<file path="src/rtl/ir_sequencer_if.sv">
// ---------------------------------------------------------------------------
// ir_sequencer_if
// Bundles the two buses the instruction sequencer talks on:
//   - instruction-memory read bus: o_mem_rd / o_mem_addr out, i_mem_data /
//     i_mem_valid back (variable latency, one valid per request)
//   - device issue bus: o_issue_valid / o_device / o_port out, i_issue_ready
//     back (valid/ready handshake)
// Signal prefixes are from the sequencer's point of view.
// Modports:
//   master - the sequencer (drives o_*, samples i_*)
//   slave  - memory / device bus side (drives i_*, samples o_*)
// ---------------------------------------------------------------------------
interface ir_sequencer_if #(
  parameter int DATA_WIDTH = 8,
  parameter int ADDR_WIDTH = 8
);
  logic                  o_mem_rd;
  logic [ADDR_WIDTH-1:0] o_mem_addr;
  logic [DATA_WIDTH-1:0] i_mem_data;
  logic                  i_mem_valid;
  logic                  o_issue_valid;
  logic                  i_issue_ready;
  logic [DATA_WIDTH-1:0] o_device;
  logic [DATA_WIDTH-1:0] o_port;

  modport master (
    output o_mem_rd, o_mem_addr, o_issue_valid, o_device, o_port,
    input  i_mem_data, i_mem_valid, i_issue_ready
  );

  modport slave (
    input  o_mem_rd, o_mem_addr, o_issue_valid, o_device, o_port,
    output i_mem_data, i_mem_valid, i_issue_ready
  );
endinterface

</file>
<file path="src/rtl/ir_sequencer.sv">
// ---------------------------------------------------------------------------
// ir_sequencer
// Walks a PC through instruction memory, fetching two-word instructions
// (device ID word, then port word) over a variable-latency read bus, and
// presents each device/port pair on a valid/ready issue bus. Stops on an END
// instruction (device ID 0, reported with a one-cycle o_done) or on i_halt.
//
// Ports:
//   clk, rst       clock; asynchronous active-high reset
//   i_start        start pulse, only honoured in IDLE
//   i_start_addr   first instruction address, sampled with i_start
//   i_halt         abort request, honoured in every non-IDLE state
//   bus            ir_sequencer_if.master: memory read bus + issue bus
//   o_busy         high in every state except IDLE
//   o_done         one-cycle pulse after an END instruction is fetched
//   o_icount       instructions issued since the last start
//
// o_mem_addr always shows the PC; it is only meaningful to memory while
// o_mem_rd is high. All strobes (o_mem_rd, o_issue_valid, o_busy, o_done)
// are decoded from state alone.
// ---------------------------------------------------------------------------
module ir_sequencer #(
  parameter int DATA_WIDTH = 8,
  parameter int ADDR_WIDTH = 8,
  parameter int CNT_WIDTH  = 16
) (
  input  logic                  clk,
  input  logic                  rst,
  input  logic                  i_start,
  input  logic [ADDR_WIDTH-1:0] i_start_addr,
  input  logic                  i_halt,
  ir_sequencer_if.master        bus,
  output logic                  o_busy,
  output logic                  o_done,
  output logic [CNT_WIDTH-1:0]  o_icount
);

  typedef enum logic [2:0] {
    S_IDLE      = 3'd0,
    S_REQ_DEV   = 3'd1,
    S_WAIT_DEV  = 3'd2,
    S_REQ_PORT  = 3'd3,
    S_WAIT_PORT = 3'd4,
    S_ISSUE     = 3'd5,
    S_DONE      = 3'd6
  } state_t;

  state_t                state_q,  state_d;
  logic [ADDR_WIDTH-1:0] pc_q,     pc_d;
  logic [DATA_WIDTH-1:0] device_q, device_d;
  logic [DATA_WIDTH-1:0] port_q,   port_d;
  logic [CNT_WIDTH-1:0]  icount_q, icount_d;

  always_ff @(posedge clk or posedge rst) begin
    if (rst) begin
      state_q  <= S_IDLE;
      pc_q     <= '0;
      device_q <= '0;
      port_q   <= '0;
      icount_q <= '0;
    end else begin
      state_q  <= state_d;
      pc_q     <= pc_d;
      device_q <= device_d;
      port_q   <= port_d;
      icount_q <= icount_d;
    end
  end

  // Next-state and datapath updates. A halt always wins the state choice;
  // in WAIT states it also suppresses the capture so PC/device/port hold.
  always_comb begin
    state_d  = state_q;
    pc_d     = pc_q;
    device_d = device_q;
    port_d   = port_q;
    icount_d = icount_q;

    case (state_q)
      S_IDLE: begin
        if (i_start) begin
          pc_d     = i_start_addr;
          icount_d = '0;
          state_d  = S_REQ_DEV;
        end
      end

      // The read strobe for this cycle is already out; a halt only stops
      // us from waiting for its response.
      S_REQ_DEV:  state_d = i_halt ? S_IDLE : S_WAIT_DEV;
      S_REQ_PORT: state_d = i_halt ? S_IDLE : S_WAIT_PORT;

      S_WAIT_DEV: begin
        if (i_halt) begin
          state_d = S_IDLE;
        end else if (bus.i_mem_valid) begin
          device_d = bus.i_mem_data;
          pc_d     = pc_q + ADDR_WIDTH'(1);
          state_d  = (bus.i_mem_data == '0) ? S_DONE : S_REQ_PORT;
        end
      end

      S_WAIT_PORT: begin
        if (i_halt) begin
          state_d = S_IDLE;
        end else if (bus.i_mem_valid) begin
          port_d  = bus.i_mem_data;
          pc_d    = pc_q + ADDR_WIDTH'(1);
          state_d = S_ISSUE;
        end
      end

      // A handshake in the same cycle as a halt still counts.
      S_ISSUE: begin
        if (bus.i_issue_ready) begin
          icount_d = icount_q + CNT_WIDTH'(1);
        end
        if (i_halt) begin
          state_d = S_IDLE;
        end else if (bus.i_issue_ready) begin
          state_d = S_REQ_DEV;
        end
      end

      S_DONE:  state_d = S_IDLE;

      default: state_d = S_IDLE;
    endcase
  end

  assign bus.o_mem_rd      = (state_q == S_REQ_DEV) || (state_q == S_REQ_PORT);
  assign bus.o_mem_addr    = pc_q;
  assign bus.o_issue_valid = (state_q == S_ISSUE);
  assign bus.o_device      = device_q;
  assign bus.o_port        = port_q;
  assign o_busy            = (state_q != S_IDLE);
  assign o_done            = (state_q == S_DONE);
  assign o_icount          = icount_q;

endmodule

</file>
<file path="src/flat_wrapper.sv">
// flat-port wrapper written by rule: the top's interface ports become plain ports
module ir_sequencer_flat 
#(
  parameter int DATA_WIDTH = 8,
  parameter int ADDR_WIDTH = 8,
  parameter int CNT_WIDTH  = 16
)
  (clk, rst, i_start, i_start_addr, i_halt, o_busy, o_done, o_icount, bus_o_mem_rd, bus_o_mem_addr, bus_o_issue_valid, bus_o_device, bus_o_port, bus_i_mem_data, bus_i_mem_valid, bus_i_issue_ready);
  ir_sequencer_if #(.DATA_WIDTH(DATA_WIDTH), .ADDR_WIDTH(ADDR_WIDTH)) bus_i ();
  input  logic clk;
  input  logic rst;
  input  logic i_start;
  input  logic [ADDR_WIDTH-1:0] i_start_addr;
  input  logic i_halt;
  output logic o_busy;
  output logic o_done;
  output logic [CNT_WIDTH-1:0] o_icount;
  output wire logic [$bits(bus_i.o_mem_rd)-1:0] bus_o_mem_rd;
  output wire logic [$bits(bus_i.o_mem_addr)-1:0] bus_o_mem_addr;
  output wire logic [$bits(bus_i.o_issue_valid)-1:0] bus_o_issue_valid;
  output wire logic [$bits(bus_i.o_device)-1:0] bus_o_device;
  output wire logic [$bits(bus_i.o_port)-1:0] bus_o_port;
  input wire logic [$bits(bus_i.i_mem_data)-1:0] bus_i_mem_data;
  input wire logic [$bits(bus_i.i_mem_valid)-1:0] bus_i_mem_valid;
  input wire logic [$bits(bus_i.i_issue_ready)-1:0] bus_i_issue_ready;
  assign bus_o_mem_rd = bus_i.o_mem_rd;
  assign bus_o_mem_addr = bus_i.o_mem_addr;
  assign bus_o_issue_valid = bus_i.o_issue_valid;
  assign bus_o_device = bus_i.o_device;
  assign bus_o_port = bus_i.o_port;
  assign bus_i.i_mem_data = bus_i_mem_data;
  assign bus_i.i_mem_valid = bus_i_mem_valid;
  assign bus_i.i_issue_ready = bus_i_issue_ready;
  ir_sequencer #(.DATA_WIDTH(DATA_WIDTH), .ADDR_WIDTH(ADDR_WIDTH), .CNT_WIDTH(CNT_WIDTH)) u_core (.clk(clk), .rst(rst), .i_start(i_start), .i_start_addr(i_start_addr), .i_halt(i_halt), .bus(bus_i), .o_busy(o_busy), .o_done(o_done), .o_icount(o_icount));
endmodule
</file>
<file path="config.mk">
export PLATFORM = sky130hd
export DESIGN_NAME = ir_sequencer_flat
export DESIGN_NICKNAME = d
export VERILOG_FILES = /design/src/rtl/ir_sequencer_if.sv /design/src/rtl/ir_sequencer.sv /design/src/flat_wrapper.sv
export SDC_FILE = /design/constraint.sdc
export NUM_CORES = 1
export LEC_CHECK = 0
export BUFFER_PORTS_ARGS = -buffer_cell sky130_fd_sc_hd__buf_2
export CAP_MARGIN = 10
export CORE_MARGIN = 1.5
export CORE_UTILIZATION = 44
export DETAILED_ROUTE_END_ITERATION = 16
export GPL_TIMING_DRIVEN = 0
export MAX_ROUTING_LAYER = met4
export PLACE_DENSITY = 0.7
export SYNTH_ARGS = -nofsm -noshare
export SYNTH_HDL_FRONTEND = slang
export SYNTH_SLANG_ARGS = --single-unit
</file>
<file path="constraint.sdc">
create_clock -name clk -period 2.1 [get_ports clk]
set_input_delay 0.42 -clock clk [delete_from_list [all_inputs] [get_ports clk]]
set_output_delay 0.42 -clock clk [all_outputs]
set_load 0.01 [all_outputs]
</file>
# --- After elaboration in Yosys (flattened, before gate mapping) ---
# Index checks and enable logic that the tools add are counted.
classes:
  addsub: 2
  n_eq_ne: 13
  mux: 18
  bitwise: 1
  n_reduce_logical: 12
ops:
  columns: ["operator", "n"]
  rows:
  - ["two-way mux 16 bit", 2]
  - ["one-hot mux 16 bit (2 select lines)", 1]
  - ["two-way mux 3 bit", 9]
  - ["two-way mux 8 bit", 3]
  - ["one-hot mux 3 bit (6 select lines)", 1]
  - ["adder 16 x 1 -> 16 bit, second input constant", 1]
  - ["one-hot mux 8 bit (2 select lines)", 1]
  - ["equality test 3 bit, second input constant", 3]
  - ["AND reduction 3 bit", 3]
  - ["adder 8 x 1 -> 8 bit, second input constant", 1]
  - ["logical NOT 8 bit", 1]
  - ["AND reduction 4 bit", 2]
  - ["equality test 3 x 2 -> 1 bit, second input constant", 2]
  - ["!= test 3 bit, second input constant", 2]
  - ["!= test 2 x 1 -> 1 bit, second input constant", 2]
  - ["!= test 2 bit, second input constant", 2]
  - ["nonzero test 2 bit", 2]
  - ["equality test 3 x 1 -> 1 bit, second input constant", 1]
  - ["logical NOT 3 bit", 1]
  - ["!= test 3 x 2 -> 1 bit, second input constant", 1]
  - ["nonzero test 3 bit", 1]
  - ["two-way mux 2 bit", 1]
  - ["OR reduction 2 bit", 1]
  - ["logical OR 1 bit", 1]
  - ["NOT 1 bit", 1]
totals:
  reg_bits: 43
  output_inout_bits: 44

# --- Logic depth before layout (Yosys ltp) ---
depth:
  word_depth: 5
  mapped_depth: 6
  ltp_nobuf: 5

# --- Worst setup path before layout ---
# Ideal clock, no wire load.
synth_timing:
  kind: "reg-to-reg"
  startpoint: "register u_core.state_q[1]"
  endpoint: "register u_core.icount_q[11], in the netlist u_core.o_icount[11]"
  setup_time_ns: 0.120
  arrival_time_ns: 1.656
  required_ns: 1.980
  path_slack_ns: 0.324
  stages_incl_launch_ff: 6
  synth_period_minus_slack_ns: 1.776
  path_cell_list: "dfrtp_1 -> or4b_1 -> buf_4 -> a211oi_4 -> a21oi_1 -> a31o_1"
synth_via:
  elab_chain_cells: 3
synth_lines:
  columns: ["item", "line", "rtl"]
  rows:
  - ["start: declaration", "ir_sequencer.sv:48", "state_t state_q, state_d;"]
  - ["start signal: assignment", "ir_sequencer.sv:62", "state_q <= state_d;"]
  - ["equality test 3 bit or logical NOT 3 bit (tied branches)", "ir_sequencer.sv:79", "case (state_q)"]
  - ["!= test 2 x 1 -> 1 bit (no source line) (tied with other cells)", null, null]
  - ["AND reduction 3 bit (no source line)", null, null]
  - ["end signal: assignment", "ir_sequencer.sv:66", "icount_q <= icount_d;"]
  - ["end: declaration", "ir_sequencer.sv:52", "logic [CNT_WIDTH-1:0] icount_q, icount_d;"]
# Several ways; a longest one is shown, not always the timed one.
# A chain may end at the register's enable or synchronous reset.

# --- Worst setup path in the final report ---
layout_timing:
  startpoint: "register u_core.state_q[1]"
  endpoint: "output port o_busy"
layout_via:
  elab_chain_cells: 1
layout_lines:
  columns: ["item", "line", "rtl"]
  rows:
  - ["nonzero test 3 bit", "ir_sequencer.sv:136", "assign o_busy = (state_q != S_IDLE);"]
  - ["end: declaration", "flat_wrapper.sv:15", "output logic o_busy;"]
# No other way between the ends.

==> out/summary.txt <==
CTS root buf - clkbuf_8
Setup Buffers After CTS - 0
Routability Congestion - 0.8014
Vias - 1865
VDD IR-drop max - 0.0006839 V
Die W - 74.07 µm
TritonCTS clock tree - done
H-tree levels - 2
register area share after synthesis - 48.42%
met2 wire len - 2.267 mm
first-pass GRT wire length - 8.010 mm
GRT overflow - 0
Post-synth EDFFs - 0
Setup TNS Final - 0 ps
Max Cap Viol - 0
nets - 304
Final Hold Viols - 0
Layout Area Growth over Synthesis - 23.99%
antenna violations before repair - 0
top_reg_cell synth - dfrtp_1
Tcrit/Tclk final - 94.60%
commonest non-fill, non-tap cell in the layout - buf_2
cell area after synthesis - 0.002222 mm²
Fmax - 0.5034 GHz
remaining antenna violation count - 0
cts hold-fix bufs - 0
Synth area leader - dfrtp_1
skew final - 4.203 ps
pins over their slew limit - 0
post-synth net total - 231
input/output buffers - 65
worst r2r src - u_core.state_q[1]
final core utilization - 57.57%
R2R cell count - 6
Worst-Skew Late Latency - 300 ps
Setup crit end kind - output pin
Crit. Startpoint - u_core.state_q[1]
final setup fails - 0
Initial Util - 46.43%
M1 WL - 2.287 mm
HPWL Detailed - 3.530 mm
die area - 0.005486 mm²
reg-to-reg slack, setup - 130 ps
vias per cell - 5.359
core area - 0.004786 mm²
IO Count - 66
run status - completed
WL met3 - 269 µm
worst-margin pin slew - 477.6 ps
Place WS - 139.7 ps
vias in the first global route - 1750
pwr dens - 1108 mW/mm²
most frequent cells in the layout - 68 x buf_2, 42 x dfrtp_1, 19 x mux2_2
clk sink count - 43
Worst EP required - 1680 ps
number of iterations in the first detailed-routing pass - 4
synthesized flop and latch total - 43
Leak - 1.338 nW
clock buffer depth - 2
Die H - 74.07 µm
YS warnings - 0
Synth Instances - 207
top-area cell type share of the netlist area - 48.42%
ANT cells - 0
CP startpoint kind - flop
Layout fillers - 432
kind of critical path - flop to output pin
async set or reset register ratio after synthesis - 100.0%
Critical Path AT - 1570 ps
DRT Wirelength - 4.888 mm
placed cells - 340
worst r2r dst - u_core.bus.o_mem_addr[2]
crit path capture - o_busy
PnR worst setup slack - 113.4 ps
DRT iter0 DRCs - 79
HP Class - primary input to asynchronous set/reset pin
DRC violations left - 0
Top Metal Used - met4
top post-synthesis cells by area - dfrtp_1 48%, mux2_2 9.6%, a21oi_1 2.9%
Layout Cells excl Fill - 348
clock slew at reported path FFs - 80 ps
fin crit period - 1987 ps
syn avg cell area - 10.73 µm²
WL per Instance - 14.05 µm
Power Total - 3.054 mW
Row Count - 25
largest net degree at the start of global routing - 28
Crit Path Max Fanout - 10
fraction of layout cells with a size suffix above 1 - 38.08%
synth unique cells - 50
cts bufs inserted - 5
total track usage - 19.40%
Slew HR - 68.03%
RSZ-0062 raised after global routing - no
==> report_power, final <==
group / switching [mW] / total, mW / internal, mW
logic: 0.683 / 1.27 / 0.591
registers: 0.196 / 1.26 / 1.07
clock network: 0.287 / 0.519 / 0.231
total: 1.17 / 3.05 / 1.89
==> cell usage after synthesis, types with 2 or more instances <==
cell type / n
dfrtp_1: 43
mux2_2: 19
nor2_1: 15
a21oi_1: 13
nand2_1: 10
o21ai_0: 9
nand3_1: 8
or3_1: 6
and3_1: 5
inv_1: 5
nand4_1: 5
clkbuf_1: 4
mux2i_1: 4
nor3_1: 4
xnor2_1: 4
xor2_1: 4
o2111ai_1: 3
o22a_1: 3
a22oi_1: 2
a31o_1: 2
and4_1: 2
buf_2: 2
ha_1: 2
nand3b_1: 2
nand4b_1: 2
nor2b_1: 2
nor4_1: 2
o21bai_1: 2
or4b_1: 2
==> timing repair <==
action	4_1_cts	5_1_grt
gates cloned	0	0
pin swaps	0	1
gates resized for setup	1	3
setup endpoints to repair	2	13
==> area by class of cell <==
class / count / area (µm²) / area share (%)
multi-input cells: 150 / 1099 / 39.87
flip-flops and latches: 43 / 1077 / 39.10
repair buffers: 66 / 345.3 / 12.53
well taps: 67 / 83.83 / 3.043
clock buffers: 5 / 68.82 / 2.498
plain buffers: 9 / 42.54 / 1.544
clock inverters: 3 / 20.02 / 0.7266
inverters: 5 / 18.77 / 0.6812
==> registers in the layout (all words and copies together), names as in the netlist <==
register and count:
u_core.bus.o_port 8, u_core.bus.o_mem_addr 8, u_core.bus.o_device 8, u_core.state_q 3
u_core.o_icount 16
==> worst min path at each step <==
stage                               from                   end  slack, ps  depth (start not counted)
floorplan                         i_halt     u_core.state_q[2]        480                          1
global placement    u_core.bus.o_port[2]  u_core.bus.o_port[2]        480                          1
detailed placement                   rst    u_core.o_icount[1]        430                          2
CTS                                  rst   u_core.o_icount[13]        100                          2
global route                         rst    u_core.o_icount[3]        120                          2
finish                               rst    u_core.o_icount[3]         90                          2
==> metal layers <==
layer  GRT usage (%)  vias up
met1           26.23      882
li1                -      920
met2           28.87       58
met3           4.472        5
met5               -        -
met4           6.173        0
==> logic make-up after synthesis <==
kind of cell	Yosys count	share of synthesized area [%]
xor+xnor	8	3.153
mux	23	11.43
buf+inv	14	2.702
flops	43	48.42
simple gates	72	18.86
compound gates	45	14.30
fa+ha+maj	2	1.126
==> per-stage QoR <==
stage	hold WS [ps]	instance area (µm²)
2_1_floorplan	483.1	2222
3_3_place_gp	483.3	2631
3_5_place_dp	432.4	2651
4_1_cts	99.37	2741
5_1_grt	120.7	2755
6_report	91.46	2755
==> worst max-delay path, stage by stage (launching register included) <==
cell and delay [ps]:
dfrtp_1 470, clkbuf_1 240, or3_1 410, buf_2 160
Power figures use the tool's default switching activity.
